$ cat config.mk
export PLATFORM = sky130hd
export DESIGN_NAME = pc_gen
export DESIGN_NICKNAME = d
export VERILOG_FILES = /design/src/rtl/pc_gen_pkg.sv /design/src/rtl/pc_pend_buf.sv /design/src/rtl/pc_gen.sv
export SDC_FILE = /design/constraint.sdc
export NUM_CORES = 1
export LEC_CHECK = 0
export CORE_MARGIN = 5
export CORE_UTILIZATION = 50
export CTS_CLUSTER_DIAMETER = 40
export DETAILED_ROUTE_END_ITERATION = 10
export PLACE_DENSITY = 0.89
export REMOVE_ABC_BUFFERS = 1
export SKIP_LAST_GASP = 1
export SYNTH_ARGS = -nofsm -noshare
export SYNTH_HDL_FRONTEND = slang
export SYNTH_HIERARCHICAL = 1
export SYNTH_SLANG_ARGS = --single-unit
$ cat constraint.sdc
create_clock -name clk -period 3.1 [get_ports clk]
set_input_delay 0.775 -clock clk [delete_from_list [all_inputs] [get_ports clk]]
set_output_delay 0.775 -clock clk [all_outputs]
set_load 0.01 [all_outputs]
$ cat src/rtl/pc_gen_pkg.sv
// Shared definitions for the fetch-PC generator.
//   pc_state_e    : controller states (BOOT after reset, RUN fetching, PEND
//                   holding a redirect that arrived while stalled)
//   RESET_VEC_DEF : default reset vector
//   EXC_VEC_DEF   : default exception vector
//   PC_INC_DEF    : default sequential increment in bytes
package pc_gen_pkg;

    typedef enum logic [1:0] {
        BOOT = 2'd0,
        RUN  = 2'd1,
        PEND = 2'd2
    } pc_state_e;

    localparam logic [31:0] RESET_VEC_DEF = 32'h0000_0000;
    localparam logic [31:0] EXC_VEC_DEF   = 32'h8000_0180;
    localparam int unsigned PC_INC_DEF    = 4;

endpackage

$ cat src/rtl/pc_pend_buf.sv
// Pending redirect buffer: holds the most recent redirect target seen while
// the fetch stage is stalled, plus a bit saying the target is live.
// Ports:
//   clk, rst     : clock, synchronous active-high reset (clears target and bit)
//   clear        : drop the buffered target (consumed or discarded)
//   load         : capture target_in (latest load wins; load beats clear)
//   target_in    : redirect destination to capture
//   target       : buffered destination
//   valid        : target holds a live redirect
module pc_pend_buf #(
    parameter int WIDTH = 32
) (
    input  logic             clk,
    input  logic             rst,
    input  logic             clear,
    input  logic             load,
    input  logic [WIDTH-1:0] target_in,
    output logic [WIDTH-1:0] target,
    output logic             valid
);

    logic [WIDTH-1:0] target_reg;
    logic             valid_reg;

    always_ff @(posedge clk) begin
        if (rst) begin
            target_reg <= '0;
            valid_reg  <= 1'b0;
        end else if (load) begin
            target_reg <= target_in;
            valid_reg  <= 1'b1;
        end else if (clear) begin
            valid_reg  <= 1'b0;
        end
    end

    assign target = target_reg;
    assign valid  = valid_reg;

endmodule

$ cat src/rtl/pc_gen.sv
// Fetch program-counter generator.
// Next-PC priority each edge: exception > redirect (buffered or new) >
// stall hold > sequential increment. A redirect arriving while stalled is
// parked in pc_pend_buf and applied on the first unstalled edge.
// Ports:
//   clk, rst      : clock, synchronous active-high reset
//   stall         : hold the fetch PC
//   redir_valid   : redirect request, destination in redir_target
//   exc_valid     : exception request (overrides stall and redirects)
//   pc_f          : registered fetch PC
//   pc_plus_f     : pc_f + INC
//   valid_f       : pc_f is a real fetch address
//   misalign_f    : pc_f low two bits non-zero (report only)
//   pend_f        : a redirect is waiting for the stall to release
module pc_gen
    import pc_gen_pkg::*;
#(
    parameter int                 WIDTH     = 32,
    parameter logic [WIDTH-1:0]   RESET_VEC = WIDTH'(RESET_VEC_DEF),
    parameter logic [WIDTH-1:0]   EXC_VEC   = WIDTH'(EXC_VEC_DEF),
    parameter int unsigned        INC       = PC_INC_DEF
) (
    input  logic             clk,
    input  logic             rst,
    input  logic             stall,
    input  logic             redir_valid,
    input  logic [WIDTH-1:0] redir_target,
    input  logic             exc_valid,
    output logic [WIDTH-1:0] pc_f,
    output logic [WIDTH-1:0] pc_plus_f,
    output logic             valid_f,
    output logic             misalign_f,
    output logic             pend_f
);

    pc_state_e        state_reg, state_next;
    logic [WIDTH-1:0] pc_reg, pc_next;
    logic             valid_reg, valid_next;
    logic [WIDTH-1:0] pc_inc;
    logic             buf_load, buf_clear;
    logic [WIDTH-1:0] pend_target;
    logic             pend_valid;

    pc_pend_buf #(.WIDTH(WIDTH)) u_pend_buf (
        .clk       (clk),
        .rst       (rst),
        .clear     (buf_clear),
        .load      (buf_load),
        .target_in (redir_target),
        .target    (pend_target),
        .valid     (pend_valid)
    );

    // Wraps modulo 2^WIDTH by construction.
    assign pc_inc = pc_reg + WIDTH'(INC);

    always_comb begin
        state_next = state_reg;
        pc_next    = pc_reg;
        valid_next = valid_reg;
        buf_load   = 1'b0;
        buf_clear  = 1'b0;

        if (exc_valid) begin
            pc_next    = EXC_VEC;
            state_next = RUN;
            valid_next = 1'b1;
            buf_clear  = 1'b1;
        end else begin
            unique case (state_reg)
                BOOT: begin
                    // PC parked on the reset vector; redirects are ignored.
                    pc_next = RESET_VEC;
                    if (!stall) begin
                        state_next = RUN;
                        valid_next = 1'b1;
                    end
                end
                RUN: begin
                    if (!stall) begin
                        pc_next = redir_valid ? redir_target : pc_inc;
                    end else if (redir_valid) begin
                        buf_load   = 1'b1;
                        state_next = PEND;
                    end
                end
                PEND: begin
                    if (stall) begin
                        buf_load = redir_valid;
                    end else begin
                        // A fresh redirect on the release edge is newer than
                        // the buffered one.
                        if (redir_valid)     pc_next = redir_target;
                        else if (pend_valid) pc_next = pend_target;
                        buf_clear  = 1'b1;
                        state_next = RUN;
                    end
                end
                default: begin
                    state_next = BOOT;
                    pc_next    = RESET_VEC;
                    valid_next = 1'b0;
                end
            endcase
        end
    end

    always_ff @(posedge clk) begin
        if (rst) begin
            state_reg <= BOOT;
            pc_reg    <= RESET_VEC;
            valid_reg <= 1'b0;
        end else begin
            state_reg <= state_next;
            pc_reg    <= pc_next;
            valid_reg <= valid_next;
        end
    end

    assign pc_f       = pc_reg;
    assign pc_plus_f  = pc_inc;
    assign valid_f    = valid_reg;
    assign misalign_f = |pc_reg[1:0];
    assign pend_f     = (state_reg == PEND);

endmodule

* Yosys cells after proc, flatten, opt, wreduce, memory -nomap -nowiden
Index checks and enable logic that the tools add are counted.
** Cells by class
- Add/subtract/negate cells :: 1
- Equality and inequality tests :: 16
- Mux-type cells :: 25
- Reduce and logical (&&, ||, !) cells :: 11
** Operator list (number)
- $mux 32 :: 6
- $pmux 32 s2 :: 1
- $add 32x3->32 const B :: 1
- $ne 3x3->1 const B :: 5
- $mux 1 :: 12
- $reduce_and 3->1 :: 4
- $ne 2x2->1 const B :: 5
- $reduce_or 2->1 :: 4
- $mux 2 :: 3
- $ne 3x2->1 const B :: 2
- $ne 4x3->1 const B :: 1
- $pmux 1 s2 :: 2
- $pmux 2 s2 :: 1
- $eq 2x1->1 const B :: 1
- $eq 2x2->1 const B :: 1
- $logic_not 2->1 :: 1
- $ne 2x1->1 const B :: 1
- $reduce_and 2->1 :: 1
- $reduce_bool 2->1 :: 1
** Storage, ports and cells
- Register bits :: 68
- Bits of input ports :: 37
- Output and inout port bits :: 67
- Word-level logic and storage cells :: 60

* Depth between registers and ports, before layout
Gate-level depths: netlist (run 1).
- Depth in word-level cells :: 5
- Mapped depth :: 10
- Mapped depth without buffers :: 7

* Cells and area by module
Netlist (run 1), hierarchy kept.
** Modules (own cells, without submodules)
- pc_gen :: instances 1, cells an instance 397, area an instance 2982.9 µm², seq. area each 700.7 µm²
- pc_pend_buf :: instances 1, cells an instance 108, area an instance 1204.9 µm², seq. area each 660.6 µm²

* Least setup slack after synthesis (run 1)
No wires, ideal clock.
- Path kind :: flip-flop to output port
- Start point :: register pc_reg[11], in the netlist pc_f[11]
- End point :: output pc_plus_f[24]
- Data arrival time :: 1.943 ns
- Data required time :: 2.325 ns
- Slack :: 0.382 ns
- Cell stages (with the launch flop) :: 6
- Buffers on the path :: 1
- Cells stage by stage :: dfxtp_1 nand4_2 or4_4 buf_6 o31a_1 or2_2
** Between the ends
- Cells in the longest elaborated chain, start to end :: 1
** RTL lines
- from (decl) :: line pc_gen.sv:37 : logic [WIDTH-1:0] pc_reg, pc_next;
- from (signal assigned) :: line pc_gen.sv:115 : pc_reg <= pc_next;
- $add 32x3->32 :: line pc_gen.sv:55 : assign pc_inc = pc_reg + WIDTH'(INC);
- to (decl) :: line pc_gen.sv:30 : output logic [WIDTH-1:0] pc_plus_f,
No other way between the ends.

* Final worst setup path (run 1)
- Start point :: register pc_reg[11], in the netlist pc_f[11]
- End point :: output pc_plus_f[30]
Same word-level chain as after synthesis.

==> flow_results.org, run 1 <==
** Run status
- The flow ran to the end, and the final reports show no timing, DRC or antenna violations.

** GRT
- Global-route wire length before repair :: 22300 um
- GRT Util Overall :: 27.0%
- For this run the aggregate overflow at the end of global routing stands at 0.
- The initial antenna violation count is 0.
- Entering global routing, the biggest net connects 61 pins.
- The number of global-route vias before repair is 4463.

** Placement
- Dpl hpwl :: 10000 um
- At the end of routability-driven placement, the weighted congestion stood at 0.973.
- Count of input and output buffers :: 103
- Before CTS, the worst setup slack after placement is 79.5 ps.

** Floorplan
- The region available for standard cell placement spans 8180 um^2.
- Measured along the x axis, the die boundary spans 102 um.
- Floorplan die area :: 10300 um^2
- Boundary Pins :: 104
- Standard-cell row count :: 33
- Once the floorplan was initialized, standard cells occupied 51.2% of the core.
- The die is 102 um tall.

** Cells and area
- Cells fill 71.4% of the core in the end.
- Area growth from synthesis to final layout :: 39.4%
- Total number of nets in the final design :: 670
- The number of antenna diodes in the final layout is 0.
- Cells with a size suffix above 1 make up 18.1% of the layout.

** Pwr
- Summed over all cells, the static leakage comes to 0.00226 uW.
- Worst ir drop on vdd :: 0.245 mV
- Dividing total power by cell area gives a power density of 356 nW/um^2.

** Critical path
- The worst setup path is captured at an output pin.
- The startpoint identified for the worst register-to-register timing path is state_reg[0]$_SDFFE_PP0P_.
- In this run the worst path has a maximum fanout of 6.
- The critical path is of the reg2out type.
- Data on the critical path is required at its endpoint by 2320 ps.
- The worst setup path is launched from a register.
- The worst register-to-register path has a setup slack of 690 ps.
- Worst reg2reg path depth :: 7
- The endpoint identified for the worst register-to-register timing path is pc_f[7]$_SDFFE_PP0P_.
- Data arrival time of the critical path :: 2280 ps

** Clock tree
- Worst-path clk slew :: 80 ps
- Clock tree synthesis selected as its root buffer the cell clkbuf_8.
- In this run, CTS created clock tree buffers numbering 9.
- The clock passes through at most 2 buffers.
- Maximum level of the CTS H-tree :: 3
- Clock Latency Late Sink :: 350 ps
- TritonCTS built the clock tree.
- Count of clock tree sinks :: 68

** Route
- The final route contains 4521 vias.
- Detailed Routing Iterations Pass 1 :: 5
- DR WL/cell :: 19.4 um
- The count of nets left with antenna violations once routing finished came out at 0.
- DRC violation count after routing :: 0
- Vias per cell :: 6.12
- For this block, the initial DRC count from the detailed router was 292.
- Wires add up to 14300 um.

** STA
- The number of hold violations in the final report came to 0.
- For the finished layout, the period the worst path requires is 3050 ps.
- Clock Skews :: 16.2 ps
- At the pin with the least slew margin, the transition time is 571 ps.
- In the post-route analysis, the smallest setup slack over all paths is 45.5 ps.
- Final max-slew violation count :: 0
- Period utilization :: 98.5%
- Derived from the worst setup path, the maximum achievable clock frequency is 0.327 GHz.
- Setup repair after global routing could not meet its margin everywhere.
- In this run the tightest slew margin relative to its limit is 61.9%.
- Setup violations remaining at the end of the flow were counted as 0.

** Synthesis
- Yosys mapped a number of flops with a built-in enable equal to 0.
- The biggest area contributor in the post-synthesis netlist is dfxtp_1.
- Synth warn :: 6
- FF+latch count, synth :: 68
- Ranked by total cell area, the synthesized netlist is headed by dfxtp_1 (33%), mux2i_1 (10%), nor2_1 (5.0%), nand2_1 (3.7%), a21oi_1 (3.3%).
- Most numerous cell types in the synthesized netlist :: dfxtp_1 (68), nor2_1 (56), mux2i_1 (43)
- In this run, distinct cell masters in the synthesized netlist total 59.
- Portion of synthesized cell area occupied by the leading cell type :: 32.5%
- Dividing the synthesized area by the synthesized cell count gives 8.29 um^2.
- The most used flip-flop cell after synthesis is dfxtp_1.
- Synthesis produced a netlist whose cell count is 505.
- Synth async-reset ratio :: 0%
- Sequential fraction of the synthesis area :: 32.5%
- The mapped netlist covers 4190 um^2.
- Most frequent cell after synthesis :: dfxtp_1

** Hold path
- Tightest Hold Check Type :: reg2reg
- Source of the worst hold timing path :: pc_f[0]$_SDFFE_PP0P_
- The worst hold path was traced through 2 stages.
- Hold EP :: pc_f[0]$_SDFFE_PP0P_

** Job
- Max-cap violations in this run came to 0.
cell usage in the layout, fill, tap and decap left out, types with 8 or more instances in the layout:
cell type / instances
mux2i_1: 43
clkbuf_8: 9
nand3_1: 13
a32oi_1: 11
a21oi_1: 28
xor2_1: 10
buf_4: 47
nor2_1: 54
nor3_1: 8
dfxtp_1: 60
inv_1: 20
xnor2_1: 11
o21ai_0: 22
nand2_1: 41
nand4_1: 12
clkdlybuf4s50_1: 87
metrics by stage:
stage / cells / instance area [um^2] / setup TNS, ps / total power [uW] / hold slack [ps]
after floorplan: 464 / 3960 / -11720 / 1090 / 452
after global placement: 712 / 5450 / 0 / 1260 / 470
after detailed placement: 712 / 5450 / 0 / 1270 / 482
after CTS: 735 / 5760 / -151 / 2070 / 494
after global routing: 739 / 5840 / -27.3 / 2140 / 524
final: 739 / 5840 / 0 / 2080 / 495
how the worst max path moves through the flow:
stage,from,to,slack [ps],cells after the start
floorplan,state_reg[0]$_SDFFE_PP0P_,u_pend_buf/target[0]$_SDFFE_PP0P_,-360,6
global placement,pc_f[13]$_SDFFE_PP0P_,pc_plus_f[28],100,5
detailed placement,pc_f[13]$_SDFFE_PP0P_,pc_plus_f[28],80,5
CTS,pc_f[9]$_SDFFE_PP0P_,pc_plus_f[28],-100,6
global route,pc_f[11]$_SDFFE_PP0P_,pc_plus_f[28],-20,6
finish,pc_f[11]$_SDFFE_PP0P_,pc_plus_f[30],50,6
worst max-delay path, cell delays in order, from the launching register on:
cell           delay [ps]
dfxtp_2               360
nand4_4               100
or4_4                 550
buf_12                160
nor3_2                190
xor2_1                260
dlygate4sd2_1         310
repair_timing:
item | CTS | global route
pin swaps | 4 | 5
gates resized for setup | 27 | 26
buffers inserted | 7 | 4
endpoints found under the setup margin | 17 | 17
hold buffers | 0 | 0
per-layer routing:
metal	up-vias	track usage, %	share of wire (%)
met5	-	0	0
met4	0	9.20	2.2
met3	25	3.51	8.2
met2	243	46.7	49
met1	2157	34.6	41
li1	2096	-	-
cells by family (layout without fill, tap and decap cells):
family | count (synthesis) | count (layout) | share of synthesized area (%)
buffers and inverters | 61 | 190 | 7.35
muxes | 46 | 46 | 11.1
xor gates and xnor gates | 24 | 24 | 5.02
and+or+nand+nor | 175 | 175 | 21.5
adders and majority gates | 4 | 4 | 1.20
AOI/OAI and AO/OA | 127 | 127 | 21.3
DFF | 68 | 68 | 32.5
final cells by class:
type | count | area [um^2]
fillers | 621 | 2340
multi-input cells | 376 | 2610
inverters | 20 | 75.1
clock inverters | 6 | 88.8
clock buffers | 10 | 128
repair buffers | 154 | 1430
flip-flops and latches | 68 | 1380
well taps | 105 | 131
power breakdown:
part           switching (uW)  internal (uW)  leakage [uW]
Clock                     363            453      0.000102
Combinational             197            158       0.00160
Sequential               15.8            891      0.000555
Power figures use the tool's default switching activity.
==> run 2: changes to the inputs <==
- GPL_TIMING_DRIVEN: default -> 1
==> results of run 2 <==
Final layout, timing and power as in run 1 (identical DEF).
